<file path="src/rtl/femto_hs_pkg.sv">
// femto_hs_pkg -- shared definitions for the toggle handshake responder.
//   hs_state_t   : responder FSM encoding (IDLE = 0, HOLD = 1)
//   SYNC_STAGES  : depth of the optional request synchroniser
//   DATA_W_DEF   : default payload width
//   CNT_W_DEF    : default completed-transfer counter width
package femto_hs_pkg;

  localparam int unsigned SYNC_STAGES = 2;
  localparam int unsigned DATA_W_DEF  = 32;
  localparam int unsigned CNT_W_DEF   = 16;

  typedef enum logic {
    IDLE = 1'b0,
    HOLD = 1'b1
  } hs_state_t;

endpackage

</file>
<file path="src/rtl/toggle_detect.sv">
// toggle_detect -- turns a toggling request level into a one-cycle event.
// Optional macro TOGGLE_SYNC_EN inserts a SYNC_STAGES-flop synchroniser in
// front of the edge detector.
// Ports:
//   clk     in  single clock
//   rst     in  synchronous active-high reset
//   req_tgl in  initiator request level
//   evt     out high while the (synchronised) level differs from req_prev
module toggle_detect
  import femto_hs_pkg::*;
(
  input  logic clk,
  input  logic rst,
  input  logic req_tgl,
  output logic evt
);

  logic req_s;
  logic req_prev;

`ifdef TOGGLE_SYNC_EN
  logic [SYNC_STAGES-1:0] sync_q;

  always_ff @(posedge clk) begin
    if (rst) sync_q <= '0;
    else     sync_q <= {sync_q[SYNC_STAGES-2:0], req_tgl};
  end

  assign req_s = sync_q[SYNC_STAGES-1];
`else
  assign req_s = req_tgl;
`endif

  // Every event is consumed in the cycle it is seen (captured in IDLE,
  // absorbed as an error in HOLD), so req_prev simply follows req_s.
  always_ff @(posedge clk) begin
    if (rst) req_prev <= 1'b0;
    else     req_prev <= req_s;
  end

  assign evt = req_s ^ req_prev;

endmodule

</file>
<file path="src/rtl/toggle_req_responder.sv">
// toggle_req_responder -- responder side of a toggle (2-phase) handshake.
// Each req_tgl toggle captures req_data into out_data; the word is offered
// on out_valid until out_ready, at which point ack_tgl toggles and xfer_cnt
// increments. A toggle arriving while a word is pending sets sticky proto_err
// and its payload is discarded.
// Optional macro TOGGLE_SYNC_EN: synchronise req_tgl (2 extra cycles latency).
// Ports:
//   clk       in   single clock
//   rst       in   synchronous active-high reset
//   req_tgl   in   request level, one request per toggle
//   req_data  in   [DATA_W] request payload
//   ack_tgl   out  acknowledge level, toggles per completed transfer
//   out_valid out  out_data holds an unconsumed word
//   out_data  out  [DATA_W] captured payload
//   out_ready in   downstream accepts when high with out_valid
//   proto_err out  sticky protocol violation flag
//   xfer_cnt  out  [CNT_W] completed-transfer count (wraps)
module toggle_req_responder
  import femto_hs_pkg::*;
#(
  parameter int unsigned DATA_W = DATA_W_DEF,
  parameter int unsigned CNT_W  = CNT_W_DEF
) (
  input  logic              clk,
  input  logic              rst,
  input  logic              req_tgl,
  input  logic [DATA_W-1:0] req_data,
  output logic              ack_tgl,
  output logic              out_valid,
  output logic [DATA_W-1:0] out_data,
  input  logic              out_ready,
  output logic              proto_err,
  output logic [CNT_W-1:0]  xfer_cnt
);

  hs_state_t         state_q, state_d;
  logic [DATA_W-1:0] data_d;
  logic              ack_d;
  logic              err_d;
  logic [CNT_W-1:0]  cnt_d;
  logic              evt;

  toggle_detect u_detect (
    .clk     (clk),
    .rst     (rst),
    .req_tgl (req_tgl),
    .evt     (evt)
  );

  always_ff @(posedge clk) begin
    if (rst) begin
      state_q   <= IDLE;
      out_data  <= '0;
      ack_tgl   <= 1'b0;
      proto_err <= 1'b0;
      xfer_cnt  <= '0;
    end else begin
      state_q   <= state_d;
      out_data  <= data_d;
      ack_tgl   <= ack_d;
      proto_err <= err_d;
      xfer_cnt  <= cnt_d;
    end
  end

  always_comb begin
    state_d = state_q;
    data_d  = out_data;
    ack_d   = ack_tgl;
    err_d   = proto_err;
    cnt_d   = xfer_cnt;
    unique case (state_q)
      IDLE: begin
        if (evt) begin
          data_d  = req_data;
          state_d = HOLD;
        end
      end
      HOLD: begin
        // A toggle while pending is flagged even if the word completes now;
        // its payload is never captured.
        if (evt) err_d = 1'b1;
        if (out_ready) begin
          ack_d   = ~ack_tgl;
          cnt_d   = xfer_cnt + CNT_W'(1);
          state_d = IDLE;
        end
      end
      default: state_d = IDLE;
    endcase
  end

  assign out_valid = (state_q == HOLD);

endmodule
</file>
<file path="config.mk">
export PLATFORM = sky130hd
export DESIGN_NAME = toggle_req_responder
export DESIGN_NICKNAME = d
export VERILOG_FILES = /design/src/rtl/femto_hs_pkg.sv /design/src/rtl/toggle_detect.sv /design/src/rtl/toggle_req_responder.sv
export SDC_FILE = /design/constraint.sdc
export NUM_CORES = 1
export LEC_CHECK = 0
export ABC_AREA = 0
export CAP_MARGIN = 20
export CORE_MARGIN = 2
export CORE_UTILIZATION = 44
export DETAILED_ROUTE_END_ITERATION = 8
export HOLD_SLACK_MARGIN = 0.1
export PLACE_DENSITY = 0.81
export SLEW_MARGIN = 40
export SYNTH_ARGS = -nofsm -noshare
export SYNTH_HDL_FRONTEND = slang
export SYNTH_SLANG_ARGS = --single-unit
</file>
<file path="constraint.sdc">
create_clock -name clk -period 3 [get_ports clk]
set_clock_uncertainty 0.1 [all_clocks]
set_input_delay 0.6 -clock clk [delete_from_list [all_inputs] [get_ports clk]]
set_output_delay 0.6 -clock clk [all_outputs]
set_load 0.1 [all_outputs]
</file>
==> metrics.txt, run 1 <==
Avg Inst Size Synth 8.253 um^2; setup TNS 0 ps; fraction of registers with async set/reset 0%; Synth area leaders dfxtp_1 53%, nand2_1 13%, a21oi_1 9.1%; Clock Latency Late Sink 300 ps; Final GP Congestion 0.7469; antenna violations before repair 0; leakage power 1.176 nW; number of diodes 0; Synth Area in Compound Gates 11.24%; I/O pins 87; Util after Layout 65.34%; outcome completed; row cnt 24; Primary FF master, synth dfxtp_1; CTS tree built; CTS Buffer Depth 2; IO buf count 86; Ys Warns 0; # clock sinks 52; RSZ-0062 raised after global routing no; Final nets 358; Die X-Extent 71.10 um; Synth Area in Simple Gates 26.60%; global-route wire length before repair 7.562 mm; Starting DRT DRC Count 99; EDFF count, synth 0; vias per cell 5.003; PwrDens 604.0 nW/um^2; WL/cell 12.32 um; htree depth 2; ratio of cells with drive above 1 in the final layout 21.12%; Setup crit end kind register; XOR/XNOR Fraction of Synth Area 5.306%; hold_sp out_data[30]; VDD IR max 0.3315 mV; Sequential Area 1041 um^2; min-delay worst type reg2reg; Core ar. 4354 um^2; Period Utilization, post-route 68.08%; mux cell area share after synthesis 0.5685%; largest net degree at the start of global routing 39; Fillers 389; Syn Nets 277; Clock Pin Slew Worst Setup and Hold Paths 90 ps; Synth-to-Final Area Change 43.65%; top-count cell post-synth nand2_1; die area 5055 um^2; Clk network pwr share 27.1%; largest family of logic cells by synthesized area simple AND/OR/NAND/NOR gates; Synth top area share 52.56%; Switching Power 0.6193 mW; WL final 4.607 mm; register area share after synthesis 52.56%; Yosys cell types 25; hold-critical path depth 2; R2R Path Start xfer_cnt[1]; R2R cell count 5; Die Span Y 71.10 um; Pre-Repair DR Iteration Count 4; switching part of the total 36.04%; fin area 2845 um^2; Area after DPL 2738 um^2; WS Path Type in2reg; cell count after synthesis 240; hold path endpoint out_data[30]; Routed Antenna Nets 0; largest area contributor in the netlist dfxtp_1; fin. max-slew vios 0; Pwr Total 1.718 mW; Post-route DRC 0; post-cts gate resize count 0; CTS Buf Count 5; Mapped Area 1981 um^2; Via Count 1871; initial core utilization 45.49%; vias in the first global route 1743; multi-input logic area 880.8 um^2; Flop pwr share 43.9%; total congestion overflow 0; crit path time final 2042 ps; setup slack, reg-to-reg 1200 ps; Worst slew margin 56.67%; CP startpoint kind input port; post-CTS setup buffer count 0; Hold-fix buffers, CTS 0; CP arrival 2140 ps; Reg-to-Reg End xfer_cnt[12]; hpwl dp 3.200 mm; adder-cell share of the synthesized area 0.6317%; final setup fails 0; Total Routing Usage GR 18.46%; Root Driver clkbuf_8; Worst setup startpoint out_ready; Achievable Freq 489.6 MHz; most frequent cells after synthesis 71 x nand2_1, 52 x dfxtp_1, 36 x a21oi_1, 15 x nor2_1, 11 x clkbuf_1; crit path max fanout 7; synthesis-stage register bit count 52; WP data required 3100 ps; Pint 1.099 mW; final hold violation count 0; logic gate share of total power 29.0%; Max Cap Violations 0; Worst Max-Slew Pin Slew 649.9 ps
==> worst max-delay path by stage <==
stage / endpoint / slack (ps) / cells past startpoint
2_1_floorplan: xfer_cnt[13] / 600 / 4
3_3_place_gp: xfer_cnt[11] / 690 / 5
3_5_place_dp: xfer_cnt[11] / 650 / 5
4_1_cts: xfer_cnt[11] / 970 / 5
5_1_grt: xfer_cnt[11] / 840 / 5
6_report: xfer_cnt[11] / 960 / 5
==> registers in the layout, indices dropped and copies added (netlist names) <==
signal             count
out_data              32
xfer_cnt              16
u_detect.req_prev      1
proto_err              1
out_valid              1
ack_tgl                1
==> cell families after synthesis <==
family | Yosys count
adder cells (fa/ha/maj) | 1
AO/OA/AOI/OAI | 42
multiplexers | 1
buffers and inverters | 15
flip-flops | 52
XOR/XNOR | 12
AND/OR/NAND/NOR | 117
==> placed cells by master (no fill, tap or decap), drive strengths merged <==
cell type,Yosys,layout
xor2,9,9
nand2b,2,2
buf,4,55
and4,3,3
o21ai,3,3
bufinv,0,1
o21ba,1,1
a21oi,36,36
o31a,1,1
and2,1,1
nor4,3,3
a211oi,1,1
nand3,9,9
xnor2,3,3
mux2,1,1
dfxtp,52,52
or3,3,3
clkdlybuf4s50,0,34
clkinv,0,1
nand4,5,5
clkbuf,11,6
nor2b,3,3
ha,1,1
nand2,71,71
nor2,15,15
nor3,2,2
==> area by class of cell <==
class,instances,area share (%)
repair buffers,89,26.39
clock buffers,6,2.551
well taps,52,2.287
clock inverters,2,1.231
multi-input cells,173,30.96
flip-flops and latches,52,36.59
==> per-stage QoR <==
stage / hold WS [ps] / instances / setup WS [ps]
after floorplan: 467.4 / 240 / 597.0
after global placement: 341.9 / 366 / 693.6
after detailed placement: 346.6 / 366 / 652.7
after CTS: 359.6 / 374 / 967.4
after global routing: 378.6 / 374 / 841.5
final: 355.7 / 374 / 957.6
==> metal layers <==
| metal | wire (um) | global-route usage [%] | vias up |
|---|---|---|---|
| met3 | 317 | 4.986 | 8 |
| met5 | 0 | 0 | - |
| met1 | 1980 | 21.74 | 850 |
| li1 | - | - | 954 |
| met4 | 64 | 6.289 | 0 |
| met2 | 2244 | 32.40 | 59 |
==> critical path, cell delays in order <==
cell	delay, ps
clkdlybuf4s50_1	580
and4_1	330
nand3_1	120
o31a_2	300
o21ba_2	210
==> power groups by stage <==
stage / clock (mW) / sequential [mW] / combinational, mW
5_1_grt: 0.506 / 0.760 / 0.521
6_report: 0.466 / 0.755 / 0.498
3_3_place_gp: 0 / 0.769 / 0.497
4_1_cts: 0.480 / 0.755 / 0.502
2_1_floorplan: 0 / 1.05 / 0.0925
3_5_place_dp: 0 / 0.771 / 0.502
Power figures use the tool's default switching activity.
==> inputs of run 2 (changes only) <==
- CORE_UTILIZATION: 44 -> 37
- PLACE_DENSITY: 0.81 -> 0.73
- clock period: 3 -> 1.85 ns (I/O delays scaled with it)
==> metrics.txt, run 2 (same netlist as run 1, synthesis figures left out) <==
hpwl dp 3.760 mm (was 3.200 mm); post-cts gate resize count 0 (unchanged); CP startpoint kind input port (unchanged); Root Driver clkbuf_8 (unchanged); I/O pins 87 (unchanged); vias in the first global route 1932 (was 1743); Die Span Y 77.17 um (was 71.10 um); hold path endpoint xfer_cnt[5] (was out_data[30]); largest net degree at the start of global routing 33 (was 39); outcome completed (unchanged); Clock Pin Slew Worst Setup and Hold Paths 90 ps (about the same); PwrDens 795.0 nW/um^2 (was 604.0 nW/um^2); RSZ-0062 raised after global routing no (unchanged); commonest non-fill, non-tap cell in the layout nand2_1 (unchanged); max FFs per register 32 (unchanged); Final GP Congestion 0.8000 (was 0.7469); Setup crit end kind register (unchanged); Worst slew margin 70.28% (was 56.67%); Via Count 1919 (was 1871); Worst Max-Slew Pin Slew 445.7 ps (was 649.9 ps); most flop-heavy register out_data (unchanged); most frequent cells in the layout 71 x nand2_1, 54 x buf_12, 37 x dfxtp_1, 36 x a21oi_1, 34 x clkdlybuf4s50_1 (was 71 x nand2_1, 54 x buf_4, 52 x dfxtp_1, 36 x a21oi_1, 34 x clkdlybuf4s50_1); Achievable Freq 592.8 MHz; initial core utilization 38.53% (was 45.49%); Reg-to-Reg End xfer_cnt[13] (was xfer_cnt[12]); Total Routing Usage GR 18.46% (about the same); Starting DRT DRC Count 83 (was 99); global-route wire length before repair 8.852 mm (was 7.562 mm); Area after DPL 3507 um^2 (was 2738 um^2); Max Cap Violations 0 (unchanged); Final nets 362 (was 358); crit path max fanout 6 (was 7); antenna violations before repair 0 (unchanged); post-CTS setup buffer count 0 (unchanged); leakage power 1.361 nW (was 1.176 nW); CP arrival 1790 ps (was 2140 ps); final hold violation count 0 (unchanged); ratio of cells with drive above 1 in the final layout 26.69% (was 21.12%); Hold-fix buffers, CTS 0 (unchanged); WL/cell 12.71 um (was 12.32 um); hold_sp rst (was out_data[30]); crit path time final 1687 ps; Pwr Total 2.854 mW (was 1.718 mW); min-delay worst type in2reg (was reg2reg); Clock Latency Late Sink 310 ps (was 300 ps); WL final 5.033 mm (was 4.607 mm); htree depth 2 (unchanged); Util after Layout 69.84% (was 65.34%); VDD IR max 0.5870 mV (was 0.3315 mV); R2R cell count 4 (was 5); WP data required 1960 ps (was 3100 ps); Pre-Repair DR Iteration Count 4 (unchanged); Core ar. 5140 um^2 (was 4354 um^2); Synth-to-Final Area Change 81.24% (was 43.65%); die area 5954 um^2 (was 5055 um^2); CTS Buffer Depth 2 (unchanged); fin area 3590 um^2 (was 2845 um^2); WS Path Type in2reg (unchanged); # clock sinks 52 (unchanged); Post-route DRC 0 (unchanged); Routed Antenna Nets 0 (unchanged); setup slack, reg-to-reg 180 ps (was 1200 ps); number of diodes 0 (unchanged); total congestion overflow 0 (unchanged); CTS Buf Count 5 (unchanged); vias per cell 4.846 (was 5.003); fin. max-slew vios 0 (unchanged); CTS tree built (unchanged); Period Utilization, post-route 91.18%; final setup fails 0 (unchanged); setup TNS 0 ps (unchanged); Fillers 410 (was 389); largest registers out_data: 32 flops, xfer_cnt: 16 flops (unchanged); row cnt 26 (was 24); IO buf count 86 (unchanged); R2R Path Start xfer_cnt[5] (was xfer_cnt[1]); Die X-Extent 77.17 um (was 71.10 um); hold-critical path depth 2 (unchanged)
## run 2: routing by layer
metal / part of all wire, % / vias up / wire [um] / GRT usage [%]
met1: 39 / 888 / 1971 / 19.78
met5: 0 / - / 0 / 0
li1: - / 961 / - / -
met4: 1.1 / 0 / 55 / 5.893
met3: 8.3 / 5 / 417 / 8.000
met2: 51 / 65 / 2588 / 32.52
## run 2: worst max-delay path by stage
stage                      from      endpoint  slack [ps]  cells after the start
global placement      out_ready  xfer_cnt[11]        -110                      5
floorplan           xfer_cnt[5]  xfer_cnt[13]         -70                      4
CTS                   out_ready  xfer_cnt[11]         160                      5
detailed placement    out_ready  xfer_cnt[11]        -160                      5
finish                out_ready  xfer_cnt[11]         160                      5
global route          out_ready  xfer_cnt[11]          90                      6
## run 2: layout make-up
class	count	area (um^2)	area share, %
repair buffers	93	1456	40.57
clock inverters	3	13.76	0.3834
well taps	70	87.58	2.440
multi-input cells	173	880.8	24.54
flip-flops and latches	52	1082	30.15
clock buffers	5	68.82	1.917
## run 2: per-stage QoR
stage               setup WS (ps)  cells  hold slack, ps
floorplan                  -68.73    240           354.4
global placement           -107.5    388           378.5
detailed placement         -164.9    388           383.7
CTS                         164.5    396           380.8
global route                92.67    396           400.4
finish                      163.2    396           379.3
## run 2: power breakdown
group          switching, mW  internal (mW)
Clock                  0.356          0.257
Combinational          0.618          0.374
Sequential            0.0741           1.17
## run 2: worst max-delay path, stage by stage
cell and delay (ps):
clkdlybuf4s50_1 470, and4_1 320, nand3_1 130, o31a_2 290, o21ba_2 200
==> inputs of run 3 (changes only) <==
- CTS_CLUSTER_DIAMETER: default -> 80
- TNS_END_PERCENT: default -> 100
- clock period: 1.85 -> 1.5 ns (I/O delays scaled with it)
==> metrics.txt, run 3 (same netlist as run 1, synthesis figures left out) <==
Achievable Freq 684.9 MHz; row cnt 26 (unchanged); critical path's slowest cell dfxtp_4 (was clkdlybuf4s50_1); Final GP Congestion 0.8240 (was 0.8000); GRT busiest layer met2 (unchanged); largest registers out_data: 32 flops, xfer_cnt: 16 flops (unchanged); I/O pins 87 (unchanged); GRT met3 Usage 6.471% (was 8.000%); fin. max-slew vios 0 (unchanged); CTS tree built (unchanged); final hold violation count 0 (unchanged); worst path cell trace nand3_4, or3_4, or3_4, a21oi_2 (was clkdlybuf4s50_1, and4_1, nand3_1, o31a_2, o21ba_2); final hold slack 223.6 ps (was 379.3 ps); CP Depth 4 (was 5); max FFs per register 32 (unchanged); Final nets 381 (was 362); Die Span Y 77.17 um (unchanged); Worst Max-Slew Pin Slew 257.3 ps (was 445.7 ps); Crit path max-delay family simple AND/OR/NAND/NOR gates (was compound AO/OA/AOI/OAI gates); CTS Buffer Depth 2 (unchanged); Routed Antenna Nets 0 (unchanged); Max Cap Violations 0 (unchanged); Placed Cells 399 (was 388); commonest non-fill, non-tap cell in the layout nand2_1 (unchanged); Post-route DRC 0 (unchanged); setup TNS 0 ps (unchanged); Setup crit end kind register (unchanged); hpwl dp 3.851 mm (was 3.760 mm); most frequent cells in the layout 71 x nand2_1, 52 x buf_12, 37 x dfxtp_1, 34 x a21oi_1, 32 x clkdlybuf4s50_1 (was 71 x nand2_1, 54 x buf_12, 37 x dfxtp_1, 36 x a21oi_1, 34 x clkdlybuf4s50_1); htree depth 2 (unchanged); Pwr Total 3.685 mW (was 2.854 mW); RSZ-0062 raised after global routing yes (was no); WS Path Type reg2reg (was in2reg); Clock Latency Late Sink 300 ps (was 310 ps); # clock sinks 52 (unchanged); PwrDens 959.5 nW/um^2 (was 795.0 nW/um^2); global-route wire length before repair 8.832 mm (was 8.852 mm); Clock Pin Slew Worst Setup and Hold Paths 90 ps (about the same); WL/cell 12.88 um (was 12.71 um); leakage power 1.497 nW (was 1.361 nW); Util after Layout 74.73% (was 69.84%); Area after DPL 3601 um^2 (was 3507 um^2); Pre-Repair DR Iteration Count 4 (unchanged); antenna violations before repair 0 (unchanged); Total Routing Usage GR 18.44% (was 18.46%); largest net degree at the start of global routing 33 (unchanged); setup slack, reg-to-reg 40 ps (was 180 ps); CTS Buf Count 5 (unchanged); Period Utilization, post-route 97.33%; fin area 3841 um^2 (was 3590 um^2); IO buf count 86 (unchanged); R2R Path Start xfer_cnt[9] (was xfer_cnt[5]); most flop-heavy register out_data (unchanged); min-delay worst type in2reg (unchanged); WP data required 1640 ps (was 1960 ps); Finished Layout Cells 415 (was 396); crit path max fanout 4 (was 6); VDD IR max 0.6091 mV (was 0.5870 mV); Reg-to-Reg End xfer_cnt[13] (unchanged); vias per cell 4.713 (was 4.846); die area 5954 um^2 (unchanged); Synth-to-Final Area Change 93.94% (was 81.24%); Die X-Extent 77.17 um (unchanged); Starting DRT DRC Count 102 (was 83); total congestion overflow 0 (unchanged); Critical Path Max Stage Delay 390 ps (was 470 ps); initial core utilization 38.53% (unchanged); Core ar. 5140 um^2 (unchanged); most used cell, CP or3_4; number of diodes 0 (unchanged); CP arrival 1600 ps (was 1790 ps); WL final 5.346 mm (was 5.033 mm); Place WS -417.2 ps (was -164.9 ps); hold path endpoint xfer_cnt[10] (was xfer_cnt[5]); hold_sp rst (unchanged); Worst slew margin 82.70% (was 70.28%); final setup fails 0 (unchanged); CP startpoint kind register (was input port); R2R cell count 4 (unchanged); Buf/Inv on CP 0 (was 1); outcome completed (unchanged); Via Count 1956 (was 1919); crit path time final 1460 ps; routing usage on met1 21.34% (was 19.78%); hold-critical path depth 2 (unchanged); setup ws final 39.98 ps (was 163.2 ps); met2 Use GR 31.57% (was 32.52%); Hold-fix buffers, CTS 0 (unchanged); Root Driver clkbuf_8 (unchanged); ratio of cells with drive above 1 in the final layout 33.91% (was 26.69%); vias in the first global route 1914 (was 1932)
==> run 3: changes by cell type in the layout (fill, tap and decap cells not counted), sizes merged <==
cell / delta
clkdlybuf4s50: -2
buf: +18
clkbuf: +3
clkinv: -3
dlymetal6s2s: +2
inv: +1
==> run 3: metal layers <==
layer | share of wire, % | vias to the layer above | wire (um)
li1 | - | 1001 | -
met1 | 42 | 893 | 2230
met2 | 51 | 56 | 2714
met3 | 6.2 | 6 | 331
met4 | 1.3 | 0 | 70
met5 | 0 | - | 0
==> run 3: layout make-up <==
class	instances	area (um^2)
clock buffers	7	97.59
repair buffers	112	1597
fillers	373	1299
well taps	70	87.58
flip-flops and latches	52	1095
multi-input cells	173	955.9
clock inverters	1	8.758
==> run 3: worst register-to-register path, delay by kind of cell (launching register included) <==
| family | cells | cell delay (ps) |
|---|---|---|
| DFF | 1 | 390 |
| AOI/OAI and AO/OA | 1 | 120 |
| and+or+nand+nor | 3 | 780 |
==> run 3: what timing repair did <==
action / CTS / global route
pin swaps: 1 / 4
buffers inserted: 2 / 5
setup endpoints to repair: 6 / 39
resized for setup: 5 / 8
cloned: 0 / 1
==> run 3: worst max-delay path by stage <==
stage,startpoint,end,slack (ps)
2_1_floorplan,xfer_cnt[2],xfer_cnt[11],-180
3_3_place_gp,out_ready,xfer_cnt[11],-380
3_5_place_dp,out_ready,xfer_cnt[11],-420
4_1_cts,out_ready,xfer_cnt[11],-6
5_1_grt,xfer_cnt[0],xfer_cnt[14],-50
6_report,xfer_cnt[9],xfer_cnt[13],40
==> run 3: report_power, final <==
part           switching [mW]  leakage (nW)  internal (mW)  total, mW
registers              0.0803         0.436           1.44       1.52
logic                   0.785          1.01          0.483       1.27
clock network           0.460        0.0540          0.438      0.898
